**config.mk**
```make
export PLATFORM = sky130hd
export DESIGN_NAME = mem_access_port
export DESIGN_NICKNAME = d
export VERILOG_FILES = /design/src/rtl/mem_access_port.sv
export SDC_FILE = /design/constraint.sdc
export NUM_CORES = 1
export LEC_CHECK = 0
export CAP_MARGIN = 10
export CORE_MARGIN = 4
export CORE_UTILIZATION = 50
export CTS_BUF_LIST = sky130_fd_sc_hd__clkbuf_8
export DETAILED_ROUTE_END_ITERATION = 12
export PLACE_DENSITY_LB_ADDON = 0.3
export SYNTH_ARGS = -nofsm -noshare
export SYNTH_HDL_FRONTEND = slang
export SYNTH_SLANG_ARGS = --single-unit
```
**constraint.sdc**
```tcl
create_clock -name clk -period 2.2 [get_ports clk]
set_input_delay 0.22 -clock clk [delete_from_list [all_inputs] [get_ports clk]]
set_output_delay 0.22 -clock clk [all_outputs]
set_load 0.02 [all_outputs]
```
**src/rtl/mem_access_port.sv**
```systemverilog
// Byte-serial bus initiator: splits 1/2/4-byte little-endian loads and
// stores into single-byte memory accesses, flagging read timeouts.
module mem_access_port #(
  parameter int TIMEOUT = 15
) (
  input  logic        clk,
  input  logic        rst_n,
  input  logic        req_valid,
  output logic        req_ready,
  input  logic        req_write,
  input  logic [1:0]  req_size,
  input  logic [31:0] req_addr,
  input  logic [31:0] req_wdata,
  output logic        rsp_valid,
  output logic [31:0] rsp_rdata,
  output logic        rsp_err,
  output logic [31:0] mem_addr,
  output logic [7:0]  mem_data_in,
  input  logic [7:0]  mem_data_out,
  output logic        memory_read_en,
  output logic        memory_write_en,
  input  logic        mem_ready
);

  typedef enum logic [1:0] {
    S_IDLE,
    S_RD,
    S_WR
  } state_t;

  localparam int CW = $clog2(TIMEOUT + 1);

  state_t        r_state;
  state_t        w_next;
  logic [31:0]   r_addr;
  logic [31:0]   r_wdata;
  logic [31:0]   r_acc;
  logic [31:0]   r_rdata;
  logic [1:0]    r_idx;
  logic [1:0]    r_nlast;
  logic [CW-1:0] r_cnt;
  logic          r_rsp;
  logic          r_err;
  logic          r_ill;

  logic [1:0]    w_nlast;
  logic          w_accept;
  logic          w_legal;
  logic          w_last;
  logic          w_cap;
  logic          w_tmo;
  logic [31:0]   w_acc;

  assign w_accept = req_valid && (r_state == S_IDLE);
  assign w_legal  = (req_size != 2'd3);
  assign w_last   = (r_idx == r_nlast);
  assign w_cap    = (r_state == S_RD) && mem_ready;
  assign w_tmo    = (r_state == S_RD) && !mem_ready
                 && (r_cnt == CW'(TIMEOUT - 1));
  assign w_acc    = r_acc
                 | ({24'd0, mem_data_out} << {r_idx, 3'b000});

  always_comb begin
    w_nlast = 2'd3;
    unique case (1'b1)
      (req_size == 2'd0): w_nlast = 2'd0;
      (req_size == 2'd1): w_nlast = 2'd1;
      default:            w_nlast = 2'd3;
    endcase
  end

  always_comb begin
    w_next = r_state;
    unique case (r_state)
      S_IDLE: begin
        if (w_accept && w_legal)
          w_next = req_write ? S_WR : S_RD;
      end
      S_RD: begin
        if ((w_cap && w_last) || w_tmo)
          w_next = S_IDLE;
      end
      S_WR: begin
        if (w_last)
          w_next = S_IDLE;
      end
      default: w_next = S_IDLE;
    endcase
  end

  always_ff @(posedge clk or negedge rst_n) begin
    if (!rst_n) r_state <= S_IDLE;
    else        r_state <= w_next;
  end

  always_ff @(posedge clk or negedge rst_n) begin
    if (!rst_n) begin
      r_addr  <= '0;
      r_wdata <= '0;
      r_acc   <= '0;
      r_rdata <= '0;
      r_idx   <= '0;
      r_nlast <= '0;
      r_cnt   <= '0;
      r_rsp   <= 1'b0;
      r_err   <= 1'b0;
      r_ill   <= 1'b0;
    end else begin
      r_rsp <= 1'b0;
      r_ill <= w_accept && !w_legal;
      // Illegal size answers one cycle late with no bus traffic.
      if (r_ill) begin
        r_rsp   <= 1'b1;
        r_err   <= 1'b1;
        r_rdata <= '0;
      end
      if (w_accept && w_legal) begin
        r_addr  <= req_addr;
        r_wdata <= req_wdata;
        r_nlast <= w_nlast;
        r_idx   <= '0;
        r_cnt   <= '0;
        r_acc   <= '0;
      end
      if (r_state == S_WR) begin
        if (w_last) begin
          r_rsp   <= 1'b1;
          r_err   <= 1'b0;
          r_rdata <= '0;
        end else begin
          r_idx   <= r_idx + 2'd1;
          r_addr  <= r_addr + 32'd1;
          r_wdata <= {8'd0, r_wdata[31:8]};
        end
      end
      if (w_cap) begin
        if (w_last) begin
          r_rsp   <= 1'b1;
          r_err   <= 1'b0;
          r_rdata <= w_acc;
        end else begin
          r_idx  <= r_idx + 2'd1;
          r_addr <= r_addr + 32'd1;
          r_cnt  <= '0;
          r_acc  <= w_acc;
        end
      end else if (w_tmo) begin
        r_rsp   <= 1'b1;
        r_err   <= 1'b1;
        r_rdata <= r_acc;
      end else if (r_state == S_RD) begin
        r_cnt <= r_cnt + CW'(1);
      end
    end
  end

  assign req_ready       = (r_state == S_IDLE);
  assign memory_read_en  = (r_state == S_RD);
  assign memory_write_en = (r_state == S_WR);
  assign mem_addr        = r_addr;
  assign mem_data_in     = r_wdata[7:0];
  assign rsp_valid       = r_rsp;
  assign rsp_err         = r_err;
  assign rsp_rdata       = r_rdata;

endmodule

```
[Word-level counts from Yosys, hierarchy flattened]
Index checks and enable logic that the tools add are counted.
Word-level totals
  flip-flop bits (word level): 141
  bits in latches: 0
  memory bits (writable): 0
  memory bits (read-only): 0
  output and inout bits: 77
  word-level logic and storage cells: 83
  memories kept: 0
Cells by class
  add/subtract/negate cells: 3
  multipliers: 0
  divide/modulo/power cells: 0
  order comparisons: 0
  equality and inequality tests: 9
  shift operators: 1
  muxes and demuxes: 45
  bitwise logic cells: 1
  reductions and logical operators: 13
Operator list (count)
  $mux W32: 17
  $add A32 B1 Y32 const B: 1
  $or A32 B32 Y32: 1
  $shl A8 B5 Y32: 1
  $mux W4: 5
  $mux W2: 9
  $mux W1: 12
  $logic_and A1 B1 Y1: 7
  $ne A2 B1 Y1 const B: 3
  $pmux W2 S3: 1
  $add A4 B1 Y4 const B: 1
  $eq A2 B1 Y1 const B: 2
  $eq A4 B4 Y1 const B: 1
  $logic_not A2 Y1: 2
  $pmux W2 S2: 1
  $reduce_and A3 Y1: 1
  $add A2 B1 Y2 const B: 1
  $eq A2 B2 Y1: 1
  $eq A2 B2 Y1 const B: 1
  $logic_not A1 Y1: 2
  $ne A2 B2 Y1 const B: 1
  $logic_or A1 B1 Y1: 1

[Logic depth before layout (Yosys ltp)]
Gate-level depths: netlist of run 1.
  word-level depth: 8
  mapped depth: 8

[Worst setup path after synthesis of run 1]
OpenSTA, ideal clock, no wires.
  path kind: register to register
  start point: register r_addr[0] (netlist: mem_addr[0])
  end point: register r_addr[28] (netlist: mem_addr[28])
  library setup time: 0.069 ns
  data arrival time: 2.056 ns
  path slack: 0.075 ns
  cell stages (with the launch flop): 8
  path buffers: 1
  period minus slack after synthesis: 2.125 ns
  cells stage by stage: dfrtp_1 -> ha_1 -> and3_1 -> buf_4 -> nand2_2 -> or4_4 -> or4_1 -> nand3_1
Between the ends
  longest elaborated chain between the ends: 5
RTL lines
  start, declared: line 35  | logic [31:0] r_addr;
  start signal, assigned: line 118  | r_addr <= req_addr;
  start signal, assigned: line 132  | r_addr <= r_addr + 32'd1;
  start signal, assigned: line 143  | r_addr <= r_addr + 32'd1;
  $add A32 B1 Y32 (*): line 132, 143
  $mux W32: line 126  | if (w_last) begin
  $mux W32: line 125  | if (r_state == S_WR) begin
  $mux W32: line 137  | if (w_last) begin
  $mux W32 (*): line 136  | if (w_cap) begin
Every way passes the cells marked *; elsewhere a longest branch is shown, timed or not.
A chain may end at the register's enable or synchronous reset.

[Worst setup path in the final report of run 1]
  start point: register r_state[1]
  end point: output port req_ready
Between the ends
  longest elaborated chain between the ends: 1
RTL lines
  start, declared: line 33  | state_t r_state;
  start signal, assigned: line 93  | else r_state <= w_next;
  $logic_not A2 Y1: line 157  | assign req_ready = (r_state == S_IDLE);
  end, declared: line 9  | output logic req_ready,
No other way between the ends.

==> results of run 1 <==
==> synth_stat cells (5+ instances only) <==
cell	number
a211oi_1	13
buf_2	16
a221oi_1	32
and2_1	8
nand3_1	17
buf_4	9
and3_1	7
nor3_1	9
o21ai_0	12
buf_1	6
nor4_1	5
and4_1	5
a21oi_1	126
nand4_1	12
nand2_1	92
a31oi_1	59
clkbuf_1	41
inv_1	7
dfrtp_1	141
nor2_1	132
==> worst max-delay path, stage by stage, from the launching register on <==
cell	delay, ns
dfrtp_1	0.45
nor2_1	0.31
clkdlybuf4s50_1	0.68
==> registers in the layout, indices dropped and copies added, names as in the netlist <==
signal / cells
r_ill: 1
rsp_err: 1
r_state: 2
mem_addr: 32
r_nlast: 2
r_cnt: 4
r_idx: 2
r_acc: 32
rsp_valid: 1
rsp_rdata: 32
r_wdata: 32
==> through the flow <==
step,instance area (um^2),util (%),hold slack [ns],cells
3_3_place_gp,8990,64.8,0.207,1118
3_5_place_dp,8990,64.8,0.208,1118
6_report,9400,67.7,0.294,1149
4_1_cts,9400,67.7,0.289,1149
2_1_floorplan,7100,-,-0.0756,814
5_1_grt,9400,67.7,0.312,1149
==> kinds of logic after synthesis <==
family	share of synthesized area, %
AO/OA/AOI/OAI	24.1
flip-flops	49.7
adder cells (fa/ha/maj)	0.528
multiplexers	0.282
AND/OR/NAND/NOR	19.6
buffers and inverters	5.14
XOR/XNOR	0.705
==> power by group through the flow <==
stage	Clock (mW)	Sequential (mW)	Combinational [mW]
after floorplan	0	5.26	3.92
after CTS	2.11	4.76	7.41
after detailed placement	0	4.78	7.38
after global placement	0	4.76	7.23
final	2.08	4.79	7.40
after global routing	2.22	4.95	8.08
==> worst paths after layout <==
check                               from           end  slack, ns  cells past startpoint
setup / recovery              r_state[1]     req_ready        0.1                      2
setup reg to reg             mem_addr[1]  mem_addr[28]        0.1                      6
hold / removal                     rst_n  rsp_rdata[5]       0.29                      2
min in group clk           req_wdata[31]   r_wdata[31]       0.31                      3
hold reg to reg              r_wdata[29]   r_wdata[29]       0.53                      2
max in group asynchronous          rst_n  mem_addr[20]       1.14                      3
==> per-layer routing <==
layer / up-vias / share of wire [%]
met1: 3392 / 44
li1: 3244 / -
met2: 318 / 47
met5: - / 0
met3: 29 / 7.4
met4: 0 / 2.0
==> layout make-up <==
type | count | area share (%)
multi-input combinational | 591 | 34.5
clock inverter | 8 | 0.985
timing repair buffer | 200 | 21.1
inverter | 7 | 0.279
clock buffer | 22 | 3.22
tap | 180 | 2.40
sequential | 141 | 37.5
==> what timing repair did <==
action,CTS,global route
hold endpoints to repair,49,0
hold buffers,1,0
pin swaps,0,0
resized for setup,1,1
setup endpoints to repair,1,1
==> impl_metrics.csv, run 1 <==
group,metric,value,unit
grt,busiest_layer,"met2",
power_and_ir_drop,fin_total_pwr,14.3,mW
layout,diodes,0,
power_and_ir_drop,internal_power,8.18,mW
timing,rsz0062_at_grt,"no",
layout,syn2layout_area_growth,32.3,%
worst_setup_path,crit_path_max_fanout,7,
synth,synth-edff-count,0,
power_and_ir_drop,clkPwrFrac,14.6,%
clocking,clk_latency,0.45,ns
worst_setup_path,crit_arrival,1.88,ns
grt,grt_use_total,25.0,%
floorplanning,placementRows,43,
grt,first_global_vias,6572,
grt,antenna_found_initial,0,
power_and_ir_drop,power.switching,6.10,mW
timing,period_needed,2.10,ns
timing,fmax,475,MHz
layout,layout_commonest_cell,"clkdlybuf4s50_1",
synth,ys_seq_area_share,49.7,%
grt,grt_max_degree,53,
status,status,"completed",
min_path,hp-class,"primary input to asynchronous set/reset pin",
routing,vias,6983,
synth,yosys.area.top_type,"dfrtp_1",
routing,wirelength,20.0,mm
synth,syn_avg_cell_area,8.73,um^2
grt,grt-ovfl-total,0,
synth,synth.area.top_cells,"dfrtp_1, a21oi_1, nor2_1",
synth,synth.net_count,896,
clocking,cts_tree,"yes",
timing,worstMarginPinSlew,0.627,ns
grt,use_met1,34.6,%
timing,finalSetupViolations,0,
floorplanning,fp.coreArea,13900,um^2
floorplanning,start_util,51.2,%
power_and_ir_drop,pwr-share-seq,33.5,%
routing,drt_iter0_drc,672,
routing,via_per_inst,6.08,
layout,ff_latch_area,3530,um^2
synth,ys.flop_type,"dfrtp_1",
power_and_ir_drop,swShare,42.7,%
synth,synth.distinct_cells,60,
layout,nNetsFinal,1040,
clocking,cts.clk_slew.worst_paths,0.08,ns
clocking,clockBufferDepth,2,
routing,wl_per_cell,17.4,um
timing,fin_crit_sh,95.6,%
power_and_ir_drop,p_leak,3.93,nW
timing,maxSlewViolCount,0,
timing,timing.final.ws_setup,0.0964,ns
timing,hold_violations,0,
power_and_ir_drop,powerDensity,1520,nW/um^2
power_and_ir_drop,pwr-share-comb,51.9,%
clocking,cts_buffers,17,
timing,fin_tns_setup,0,ns
worst_setup_path,cp-end-kind,"primary output",
placement,routabilityCongestion,0.854,
clocking,cts-root-buf,"clkbuf_8",
synth,ys_seq_elements,141,
placement,pre_cts_ws,0.0563,ns
layout,multiInputGateArea,3250,um^2
placement,port_buffers,155,
synth,synth_top_cell_area_share,49.7,%
synth,synthArstFlopShare,100,%
worst_setup_path,cp-start-kind,"flip-flop",
clocking,htree_levels,4,
floorplanning,die_area,16200,um^2
layout,layout_common_cells,"clkdlybuf4s50_1, dfrtp_1, nor2_1",
timing,relSlewSlack,58.0,%
clocking,clock_sinks,141,
synth,netlist_area,7100,um^2
grt,met3_usage,5.77,%
layout,fill_cells,1145,
worst_setup_path,critPathRequiredTime,1.98,ns
layout,drive_gt1_share,9.70,%
routing,dr.pass1.iters,5,
synth,yosys_warnings,0,
routing,drc,0,
synth,postSynthCellCount,814,
grt,grt_pass1_wl,32.8,mm
floorplanning,num_io_pins,156,
placement,hpwl,13.5,mm
grt,use_met2,38.7,%
floorplanning,die_x,127,um
routing,antenna_left,0,
flow_run,maxCapViolations,0,
floorplanning,die_y,127,um
timing,skew,0.00997,ns
worst_setup_path,crit_type,"flip-flop to primary output",
clocking,post-cts-setup-buffers,0,
power_and_ir_drop,peakVddDrop,0.735,mV
No activity file was read; power rests on OpenSTA's default activity.
==> inputs of run 2 (changes only) <==
--- a/config.mk
+++ b/config.mk
@@ -10,7 +10,7 @@
 export CORE_UTILIZATION = 50
 export CTS_BUF_LIST = sky130_fd_sc_hd__clkbuf_8
 export DETAILED_ROUTE_END_ITERATION = 12
-export PLACE_DENSITY_LB_ADDON = 0.3
+export PLACE_DENSITY = 0.77
 export SYNTH_ARGS = -nofsm -noshare
 export SYNTH_HDL_FRONTEND = slang
 export SYNTH_SLANG_ARGS = --single-unit
==> impl_metrics.csv, run 2 (synthesis results as in run 1) <==
group,metric,value,unit
status,status,"completed",
routing,wirelength,20.0,mm
routing,dr.pass1.iters,5,
grt,grt_max_degree,59,
worst_setup_path,cp_slowest_stage_delay,0.60,ns
routing,vias,6885,
placement,hpwl,13.7,mm
worst_setup_path,crit_arrival,1.86,ns
clocking,cts-root-buf,"clkbuf_8",
layout,diodes,0,
layout,layout_common_cells,"clkdlybuf4s50_1, dfrtp_1, nor2_1",
clocking,clock_sinks,141,
grt,grt_use_total,24.8,%
power_and_ir_drop,powerDensity,1510,nW/um^2
power_and_ir_drop,pwr-share-seq,34.0,%
worst_setup_path,path_depth,3,
routing,drt_iter0_drc,625,
timing,hold_violations,0,
flow_run,maxCapViolations,0,
routing,via_per_inst,6.00,
worst_setup_path,critPathCapture,"memory_read_en",
worst_setup_path,crit_type,"flip-flop to primary output",
clocking,cts_buffers,17,
floorplanning,die_y,127,um
layout,syn2layout_area_growth,31.5,%
min_path,hp-class,"primary input to asynchronous set/reset pin",
timing,fmax,481,MHz
worst_setup_path,cp-startpoint,"r_state[1]",
worst_setup_path,critPathSlowestCell,"clkdlybuf4s50_1",
worst_setup_path,crit_chain,"nand2b_2, inv_1, clkdlybuf4s50_1",
timing,fin_tns_setup,0,ns
worst_setup_path,crit_path_max_fanout,7,
routing,drc,0,
worst_setup_path,cp-end-kind,"primary output",
floorplanning,num_io_pins,156,
layout,drive_gt1_share,9.50,%
grt,first_global_vias,6372,
timing,skew,0.00904,ns
power_and_ir_drop,clkPwrFrac,13.3,%
power_and_ir_drop,internal_power,7.95,mW
floorplanning,die_x,127,um
routing,wl_per_cell,17.4,um
worst_setup_path,r2r-end,"mem_addr[4]",
grt,grt-ovfl-total,0,
placement,placement.cell_area,8980,um^2
floorplanning,placementRows,43,
placement,routabilityCongestion,0.897,
power_and_ir_drop,swShare,43.5,%
layout,nNetsFinal,1038,
clocking,clk_latency,0.45,ns
floorplanning,die_area,16200,um^2
power_and_ir_drop,power.switching,6.11,mW
timing,maxSlewViolCount,0,
timing,period_needed,2.08,ns
worst_setup_path,reg2reg_slack,0.23,ns
worst_setup_path,ff2ff_path_depth,5,
timing,rsz0062_at_grt,"no",
clocking,post-cts-setup-buffers,0,
worst_setup_path,critPathRequiredTime,1.98,ns
timing,fin_crit_sh,94.5,%
floorplanning,start_util,51.2,%
floorplanning,fp.coreArea,13900,um^2
power_and_ir_drop,pwr-share-comb,52.7,%
clocking,cts.clk_slew.worst_paths,0.07,ns
layout,layout_commonest_cell,"clkdlybuf4s50_1",
placement,port_buffers,155,
power_and_ir_drop,p_leak,3.91,nW
clocking,htree_levels,4,
power_and_ir_drop,peakVddDrop,0.780,mV
clocking,clockBufferDepth,2,
grt,antenna_found_initial,0,
layout,fin_area,9340,um^2
worst_setup_path,r2r-start,"r_idx[0]",
worst_setup_path,cp-start-kind,"flip-flop",
worst_setup_path,cp_top_family,"buffers and inverters",
timing,worstMarginPinSlew,0.659,ns
worst_setup_path,critPathBufInv,2,
timing,relSlewSlack,55.9,%
clocking,cts_tree,"yes",
routing,antenna_left,0,
grt,grt_pass1_wl,32.4,mm
timing,finalSetupViolations,0,
==> run 2: how the worst min path moves through the flow <==
stage               slack, ns  cells past startpoint            to
CTS                      0.28                      3   r_wdata[31]
detailed placement       0.23                      1  rsp_rdata[9]
finish                   0.31                      2  rsp_rdata[9]
floorplan               -0.08                      0   mem_addr[0]
global placement         0.23                      1  rsp_rdata[9]
global route             0.30                      3   r_wdata[29]
==> run 2: power by group through the flow <==
stage	combinational [mW]	clock [mW]	sequential (mW)
3_5_place_dp	7.40	0	4.78
3_3_place_gp	7.25	0	4.75
2_1_floorplan	3.92	0	5.26
6_report	7.41	1.87	4.78
4_1_cts	7.42	1.90	4.75
5_1_grt	8.11	2.02	4.93
==> run 2: worst reg2reg max path, stage by stage, from the launching register on <==
cell and delay (ns):
dfrtp_1 0.48, xnor2_2 0.30, a22o_1 0.45, nand2_1 0.33
a21oi_1 0.23, a311oi_1 0.06
==> run 2: cell type report <==
class / instances / area, um^2
multi-input combinational: 591 / 3250
tap: 180 / 225
fill: 1144 / 4540
clock inverter: 12 / 83.8
sequential: 141 / 3530
clock buffer: 19 / 262
timing repair buffer: 198 / 1960
inverter: 7 / 26.3
==> run 2: per-layer routing <==
layer,part of all wire (%),GRT usage (%),up-vias
met5,0,0,-
met2,46,37.4,286
met3,7.7,5.77,34
met1,44,35.3,3315
met4,2.2,8.71,0
li1,-,-,3250
==> run 2: stage by stage <==
step / util (%) / instances / hold slack (ns) / setup WS, ns / power [mW]
CTS: 67.2 / 1148 / 0.279 / 0.0472 / 14.1
global route: 67.3 / 1148 / 0.304 / 0.0154 / 15.1
detailed placement: 64.7 / 1116 / 0.233 / 0.0675 / 12.2
global placement: 64.7 / 1116 / 0.230 / 0.136 / 12.0
floorplan: - / 814 / -0.0756 / 0.0745 / 9.18
finish: 67.3 / 1148 / 0.305 / 0.120 / 14.1
==> run 2: repair_timing <==
item                                   CTS  global route
resized for setup                        1             2
endpoints found under the hold margin   56             0
hold buffers                             1             0
pin swaps                                0             0
setup endpoints to repair                1             2
